### config.mk
export PLATFORM = sky130hd
export DESIGN_NAME = uart_mmio
export DESIGN_NICKNAME = d
export VERILOG_FILES = /design/src/rtl/uart_mmio.sv
export SDC_FILE = /design/constraint.sdc
export NUM_CORES = 1
export LEC_CHECK = 0
export ABC_AREA = 0
export CAP_MARGIN = 20
export CORE_UTILIZATION = 45
export CTS_CLUSTER_DIAMETER = 40
export DETAILED_ROUTE_END_ITERATION = 10
export PLACE_DENSITY_LB_ADDON = 0.25
export SLEW_MARGIN = 20
export SYNTH_ARGS = -nofsm -noshare
export SYNTH_HDL_FRONTEND = slang
export SYNTH_SLANG_ARGS = --single-unit
### constraint.sdc
create_clock -name clk -period 4.2 [get_ports clk]
set_input_delay 0.42 -clock clk [delete_from_list [all_inputs] [get_ports clk]]
set_output_delay 0.42 -clock clk [all_outputs]
set_load 0.01 [all_outputs]
### src/rtl/uart_mmio.sv
// uart_mmio: memory-mapped 8N1 UART with an RX FIFO, status/control registers
// and a level interrupt raised while received data waits and rx_ie is set.
module uart_mmio #(
    parameter int CLK_DIV  = 434,
    parameter int RX_DEPTH = 8
) (
    input  logic        clk,
    input  logic        reset,
    input  logic        cs,
    input  logic [1:0]  addr,
    input  logic        we,
    input  logic        re,
    input  logic [15:0] wdata,
    output logic [15:0] rdata,
    input  logic        rx,
    output logic        tx,
    output logic        irq
);

    localparam int           AW      = $clog2(RX_DEPTH);
    localparam logic [15:0]  DIV_M1  = 16'(CLK_DIV - 1);
    localparam logic [15:0]  HALF_M1 = 16'(CLK_DIV / 2 - 1);
    localparam logic [AW:0]  DEPTH_C = (AW + 1)'(RX_DEPTH);

    typedef enum logic [1:0] {TX_IDLE, TX_START, TX_DATA, TX_STOP} tx_state_t;
    typedef enum logic [1:0] {RX_IDLE, RX_START, RX_DATA, RX_STOP} rx_state_t;

    // Reset release synchronizer; the FSMs may only leave IDLE once it is through.
    logic [1:0] rst_sync_q;
    logic       run;

    always_ff @(posedge clk or negedge reset) begin
        if (!reset) rst_sync_q <= 2'b00;
        else        rst_sync_q <= {rst_sync_q[0], 1'b1};
    end
    assign run = rst_sync_q[1];

    // Bus access edge detection: only the first cycle of a held strobe acts.
    logic rd_acc, wr_acc, rd_prev_q, wr_prev_q, rd_first, wr_first;
    assign rd_acc   = cs & re;
    assign wr_acc   = cs & we;
    assign rd_first = rd_acc & ~rd_prev_q;
    assign wr_first = wr_acc & ~wr_prev_q;

    // Remember last cycle's strobes; they fall naturally when cs drops.
    always_ff @(posedge clk or negedge reset) begin
        if (!reset) begin
            rd_prev_q <= 1'b0;
            wr_prev_q <= 1'b0;
        end else begin
            rd_prev_q <= rd_acc;
            wr_prev_q <= wr_acc;
        end
    end

    // RX FIFO state and status flags.
    logic [7:0]    fifo_mem [RX_DEPTH];
    logic [AW-1:0] wr_ptr_q, rd_ptr_q;
    logic [AW:0]   cnt_q, cnt_d;
    logic          rx_avail, rx_full, pop, rx_push, push_ok, ovr_set, fe_set;
    logic          overrun_q, overrun_d, frame_err_q, frame_err_d, rx_ie_q, irq_q;
    logic          w1c;
    logic          tx_busy;
    logic [7:0]    rx_shift_q;

    assign rx_avail = (cnt_q != '0);
    assign rx_full  = (cnt_q == DEPTH_C);
    assign pop      = rd_first & (addr == 2'd0) & rx_avail;
    assign push_ok  = rx_push & (~rx_full | pop);
    assign ovr_set  = rx_push & rx_full & ~pop;
    assign w1c      = wr_first & (addr == 2'd1);

    // Next-state for the FIFO count and sticky flags (a new event beats W1C).
    always_comb begin
        cnt_d = cnt_q;
        case ({push_ok, pop})
            2'b10:   cnt_d = cnt_q + 1'b1;
            2'b01:   cnt_d = cnt_q - 1'b1;
            default: cnt_d = cnt_q;
        endcase
        overrun_d   = ovr_set | (overrun_q & ~(w1c & wdata[2]));
        frame_err_d = fe_set  | (frame_err_q & ~(w1c & wdata[4]));
    end

    // FIFO storage has no reset; the pointers and count define what is valid.
    always_ff @(posedge clk) begin
        if (push_ok) fifo_mem[wr_ptr_q] <= rx_shift_q;
    end

    // FIFO pointers, count, flags, interrupt enable and registered irq.
    always_ff @(posedge clk or negedge reset) begin
        if (!reset) begin
            wr_ptr_q    <= '0;
            rd_ptr_q    <= '0;
            cnt_q       <= '0;
            overrun_q   <= 1'b0;
            frame_err_q <= 1'b0;
            rx_ie_q     <= 1'b0;
            irq_q       <= 1'b0;
        end else begin
            if (push_ok) wr_ptr_q <= wr_ptr_q + AW'(1);
            if (pop)     rd_ptr_q <= rd_ptr_q + AW'(1);
            cnt_q       <= cnt_d;
            overrun_q   <= overrun_d;
            frame_err_q <= frame_err_d;
            if (wr_first && addr == 2'd2) rx_ie_q <= wdata[0];
            irq_q       <= rx_ie_q & rx_avail;
        end
    end
    assign irq = irq_q;

    // Read mux; after the first cycle the captured value is replayed so a
    // held read does not show the post-pop head.
    logic [15:0] rd_now, rd_hold_q;

    // Select the register image for the current address.
    always_comb begin
        rd_now = 16'h0000;
        case (addr)
            2'd0:    rd_now = rx_avail ? {8'h00, fifo_mem[rd_ptr_q]} : 16'h0000;
            2'd1:    rd_now = {11'b0, frame_err_q, rx_full, overrun_q, tx_busy, rx_avail};
            2'd2:    rd_now = {15'b0, rx_ie_q};
            default: rd_now = 16'h0000;
        endcase
    end

    // Capture the read value on the first cycle of an access.
    always_ff @(posedge clk or negedge reset) begin
        if (!reset)        rd_hold_q <= 16'h0000;
        else if (rd_first) rd_hold_q <= rd_now;
    end
    assign rdata = rd_acc ? (rd_first ? rd_now : rd_hold_q) : 16'h0000;

    // Transmitter.
    tx_state_t   tx_state_q;
    logic [15:0] tx_cnt_q;
    logic [2:0]  tx_bit_q;
    logic [7:0]  tx_shift_q;
    logic        tx_q;

    assign tx_busy = (tx_state_q != TX_IDLE);
    assign tx      = tx_q;

    // TX FSM: start bit, 8 data bits LSB first, stop bit, each CLK_DIV cycles.
    always_ff @(posedge clk or negedge reset) begin
        if (!reset) begin
            tx_state_q <= TX_IDLE;
            tx_cnt_q   <= '0;
            tx_bit_q   <= '0;
            tx_shift_q <= '0;
            tx_q       <= 1'b1;
        end else begin
            case (tx_state_q)
                TX_IDLE: begin
                    tx_q <= 1'b1;
                    if (run && wr_first && addr == 2'd0) begin
                        tx_state_q <= TX_START;
                        tx_shift_q <= wdata[7:0];
                        tx_cnt_q   <= '0;
                        tx_q       <= 1'b0;
                    end
                end
                TX_START: begin
                    if (tx_cnt_q == DIV_M1) begin
                        tx_cnt_q   <= '0;
                        tx_bit_q   <= '0;
                        tx_q       <= tx_shift_q[0];
                        tx_state_q <= TX_DATA;
                    end else begin
                        tx_cnt_q <= tx_cnt_q + 16'd1;
                    end
                end
                TX_DATA: begin
                    if (tx_cnt_q == DIV_M1) begin
                        tx_cnt_q <= '0;
                        if (tx_bit_q == 3'd7) begin
                            tx_q       <= 1'b1;
                            tx_state_q <= TX_STOP;
                        end else begin
                            tx_bit_q   <= tx_bit_q + 3'd1;
                            tx_shift_q <= {1'b0, tx_shift_q[7:1]};
                            tx_q       <= tx_shift_q[1];
                        end
                    end else begin
                        tx_cnt_q <= tx_cnt_q + 16'd1;
                    end
                end
                default: begin
                    if (tx_cnt_q == DIV_M1) begin
                        tx_cnt_q   <= '0;
                        tx_bit_q   <= '0;
                        tx_state_q <= TX_IDLE;
                    end else begin
                        tx_cnt_q <= tx_cnt_q + 16'd1;
                    end
                end
            endcase
        end
    end

    // Receiver.
    rx_state_t   rx_state_q;
    logic [15:0] rx_cnt_q;
    logic [2:0]  rx_bit_q;
    logic        rx_s1_q, rx_s2_q, rx_prev_q, rx_centre;

    assign rx_centre = (rx_cnt_q == DIV_M1);
    assign rx_push   = (rx_state_q == RX_STOP) & rx_centre & rx_s2_q;
    assign fe_set    = (rx_state_q == RX_STOP) & rx_centre & ~rx_s2_q;

    // Two-flop synchronizer on rx plus a delayed copy for edge detection.
    always_ff @(posedge clk or negedge reset) begin
        if (!reset) begin
            rx_s1_q   <= 1'b1;
            rx_s2_q   <= 1'b1;
            rx_prev_q <= 1'b1;
        end else begin
            rx_s1_q   <= rx;
            rx_s2_q   <= rx_s1_q;
            rx_prev_q <= rx_s2_q;
        end
    end

    // RX FSM: half-bit start qualification, then samples at each bit centre.
    always_ff @(posedge clk or negedge reset) begin
        if (!reset) begin
            rx_state_q <= RX_IDLE;
            rx_cnt_q   <= '0;
            rx_bit_q   <= '0;
            rx_shift_q <= '0;
        end else begin
            case (rx_state_q)
                RX_IDLE: begin
                    rx_cnt_q <= '0;
                    if (run && rx_prev_q && !rx_s2_q) rx_state_q <= RX_START;
                end
                RX_START: begin
                    if (rx_cnt_q == HALF_M1) begin
                        rx_cnt_q   <= '0;
                        rx_bit_q   <= '0;
                        rx_state_q <= rx_s2_q ? RX_IDLE : RX_DATA;
                    end else begin
                        rx_cnt_q <= rx_cnt_q + 16'd1;
                    end
                end
                RX_DATA: begin
                    if (rx_centre) begin
                        rx_cnt_q   <= '0;
                        rx_shift_q <= {rx_s2_q, rx_shift_q[7:1]};
                        if (rx_bit_q == 3'd7) rx_state_q <= RX_STOP;
                        else                  rx_bit_q   <= rx_bit_q + 3'd1;
                    end else begin
                        rx_cnt_q <= rx_cnt_q + 16'd1;
                    end
                end
                default: begin
                    if (rx_centre) begin
                        rx_cnt_q   <= '0;
                        rx_bit_q   <= '0;
                        rx_state_q <= RX_IDLE;
                    end else begin
                        rx_cnt_q <= rx_cnt_q + 16'd1;
                    end
                end
            endcase
        end
    end

    // Upper write-data bits carry nothing for this peripheral.
    logic unused_wdata;
    assign unused_wdata = ^wdata[15:8];

endmodule
==> flow_summary_export.csv <==
group,metric,value,unit
placement,place.gp.congestion,0.758,
clocking,clock_latency,0.43,ns
timing,fmax,292,MHz
critical_path,path_class,"flip-flop to primary output",
placement,port-buffer-count,33,
final_layout,layout_commonest_cell,"dfrtp_1",
final_layout,drive_gt1_share,15.4,%
floorplan,num_rows,45,
drt,wl,13900,um
logic_synthesis,syn_area,7220,um2
logic_synthesis,yosysUniqueCellTypes,54,
final_layout,nets,663,
critical_path,r2r_setup_slack,1.08,ns
logic_synthesis,synth_edf_count,64,
critical_path,r2r-start,"rx_cnt_q[2]",
timing,min_period,3.43,ns
final_layout,final_cell_mix,"dfrtp_1, edfxtp_1, nand2_1",
clocking,clk_path_buf_depth,2,
timing,rsz0062_at_grt,"false",
critical_path,rr_worst_depth,5,
drt,detail-route-antenna-nets,0,
job,maxCapViolations,0,
clocking,numCtsBuffers,17,
logic_synthesis,synth_cells,578,
critical_path,crit_path_end,"rdata[3]",
drt,vias,4597,
timing,final-hold-violation-count,0,
timing,finalSetupViolCount,0,
clocking,cts_setup_buffers,0,
final_layout,fin_cells,847,
drt,post-route-drc-count,0,
logic_synthesis,syn_area_per_cell,12.5,um2
grt,grt_pass1_vias,4608,
placement,placedCellCount,815,
grt,grt_pass1_wl,22900,um
timing,worst_pin_slew,0.947,ns
placement,dp_hpwl,9320,um
outcome,outcome,"finished, final reports clean",
critical_path,reg2reg_to,"fifo_mem[7][3]",
logic_synthesis,async_flop_share,60.0,%
floorplan,die_w,129,um
critical_path,worstPathRequired,3.78,ns
critical_path,cp_data_arrival_time,3.01,ns
logic_synthesis,ys_ff_latch,160,
logic_synthesis,syn_nets,618,
critical_path,max_stage_delay,0.90,ns
final_layout,syn2layout_area_growth,16.9,%
pwr,powerDensity,461,nW/um2
floorplan,initial_utilization,46.8,%
logic_synthesis,yosys_most_used_dff,"dfrtp_1",
drt,drt_iter0_drc,239,
grt,grt_overflow,0,
clocking,root_buffer,"clkbuf_16",
clocking,cts_max_level,4,
grt,grt_util_all_layers,18.2,%
clocking,cts_tree,"built",
floorplan,die_y,129,um
critical_path,cpMaxStageDelayCell,"dfrtp_1",
drt,dr.pass1.iters,4,
final_layout,diodes,0,
grt,grt_max_degree,72,
floorplan,die_area,16600,um2
critical_path,startpoint_type,"flip-flop",
pwr,leakage,3.39,nW
drt,viasPerCell,5.43,
timing,slew_violations,0,
clocking,cts_hold_buf,0,
timing,timing.final.crit_share,81.7,%
floorplan,pin_count,42,
hold_path,hp-class,"primary input to async pin",
floorplan,core_area,15400,um2
timing,slew_headroom,36.9,%
pwr,ir_drop,0.000298,V
drt,routedWlPerCell,16.4,um
critical_path,startpoint,"rd_ptr_q[0]",
clocking,cts_resized,0,
critical_path,cp_max_fo,14,
critical_path,path_cells,"mux4_2 -> o22ai_1 -> nand2_1 -> a21oi_1 -> clkdlybuf4s50_1",
critical_path,setup.worst_path.end_class,"primary output",
logic_synthesis,ys_seq_area_share,59.9,%
final_layout,fillers,1301,
timing,fin_setup_tns,0,ns
grt,antenna_found_initial,0,
clocking,cts_num_sinks,160,
logic_synthesis,yosysWarnings,0,
timing,finalClockSkew,0.00901,ns
clocking,path_clk_slew,0.07,ns
==> synthesized netlist by cell type (4+ instances only) <==
library cell / count / area, um2
a21oi_1: 10 / 50.1
a22o_1: 5 / 43.8
a31oi_1: 4 / 25.0
and2_1: 20 / 125
buf_2: 4 / 20.0
clkbuf_1: 14 / 52.6
dfrtp_1: 92 / 2300
dfstp_2: 4 / 105
edfxtp_1: 64 / 1920
ha_1: 16 / 200
inv_1: 13 / 48.8
mux2_1: 5 / 56.3
mux2_2: 24 / 270
mux2i_1: 25 / 250
mux4_2: 12 / 270
nand2_1: 56 / 210
nand2b_1: 5 / 31.3
nand3_1: 19 / 95.1
nand3b_1: 5 / 37.5
nand4_1: 9 / 56.3
nor2_1: 45 / 169
nor2b_1: 6 / 37.5
nor3_1: 8 / 40.0
nor4_1: 7 / 43.8
o21ai_0: 36 / 180
o22ai_1: 4 / 25.0
or4_1: 5 / 37.5
xnor2_1: 11 / 96.3
xor2_1: 13 / 114
==> worst min-delay path by stage <==
stage | start | to | slack, ns | depth (start not counted)
after detailed placement | rst_sync_q[0] | rst_sync_q[1] | 0.34 | 0
final | reset | rd_hold_q[13] | 0.09 | 1
after global placement | rst_sync_q[0] | rst_sync_q[1] | 0.33 | 0
after CTS | reset | rd_hold_q[13] | 0.15 | 1
after floorplan | reset | cnt_q[0] | 0.12 | 0
after global routing | reset | rd_hold_q[13] | 0.17 | 1
==> layout make-up <==
cell class | instances | area, um2 | area share (%)
sequential | 160 | 4330 | 51.2
multi-input combinational | 384 | 2760 | 32.7
clock buffer | 18 | 439 | 5.20
timing repair buffer | 47 | 433 | 5.12
tap | 211 | 264 | 3.12
clock inverter | 14 | 171 | 2.03
inverter | 13 | 48.8 | 0.578
==> where the power goes <==
part / leakage [nW] / internal (W) / total [W] / switching (W)
clock: 0.292 / 0.000915 / 0.00158 / 0.000668
sequential: 1.87 / 0.00169 / 0.00180 / 0.000112
combinational: 1.22 / 0.000262 / 0.000506 / 0.000244
total: 3.39 / 0.00287 / 0.00389 / 0.00102
==> kinds of logic (layout without fill, tap and decap cells) <==
family                     count (synthesis)  in the layout  synth area share [%]
and+or+nand+nor                          202            202                  14.4
DFF                                      160            160                  59.9
AOI/OAI and AO/OA                         75             75                  6.39
muxes                                     66             66                  11.7
buffers and inverters                     34             92                  1.84
xor gates and xnor gates                  24             24                  2.91
adders and majority gates                 16             16                  2.77
other                                      1              1                0.0519
==> worst max-delay path, delay by kind of cell (launching register included) <==
| kind | cells | cell delay (ns) |
|---|---|---|
| compound gates | 2 | 0.35 |
| buf+inv | 1 | 0.57 |
| flops | 1 | 0.90 |
| mux | 1 | 0.64 |
| simple gates | 1 | 0.11 |
==> state kept, by name, summed over array words and instances (netlist names), 2 cells and up <==
signal	flops
wr_ptr_q	3
tx_cnt_q	16
rd_hold_q	16
tx_state_q	2
rx_cnt_q	16
rx_state_q	2
tx_bit_q	3
tx_shift_q	8
cnt_q	4
rx_shift_q	8
fifo_mem	64
rx_bit_q	3
rst_sync_q	2
rd_ptr_q	3
==> per-layer routing <==
layer / wire length (um) / vias to the layer above / GRT usage, %
met5: 0 / - / 0
met4: 223 / 0 / 6.99
met3: 425 / 16 / 4.32
met2: 6830 / 68 / 30.0
met1: 6410 / 2331 / 23.4
li1: - / 2182 / -
==> stage by stage <==
stage | hold slack [ns] | utilization (%) | total power, W | setup slack [ns] | instance area (um2)
6_report | 0.0934 | 54.8 | 0.00389 | 0.771 | 8450
5_1_grt | 0.174 | 54.8 | 0.00406 | 0.573 | 8450
4_1_cts | 0.153 | 54.8 | 0.00393 | 0.699 | 8450
3_5_place_dp | 0.345 | 50.8 | 0.00235 | 0.901 | 7840
3_3_place_gp | 0.333 | 50.8 | 0.00233 | 0.921 | 7840
2_1_floorplan | 0.124 | - | 0.00218 | 1.15 | 7220
Power figures use the tool's default switching activity.
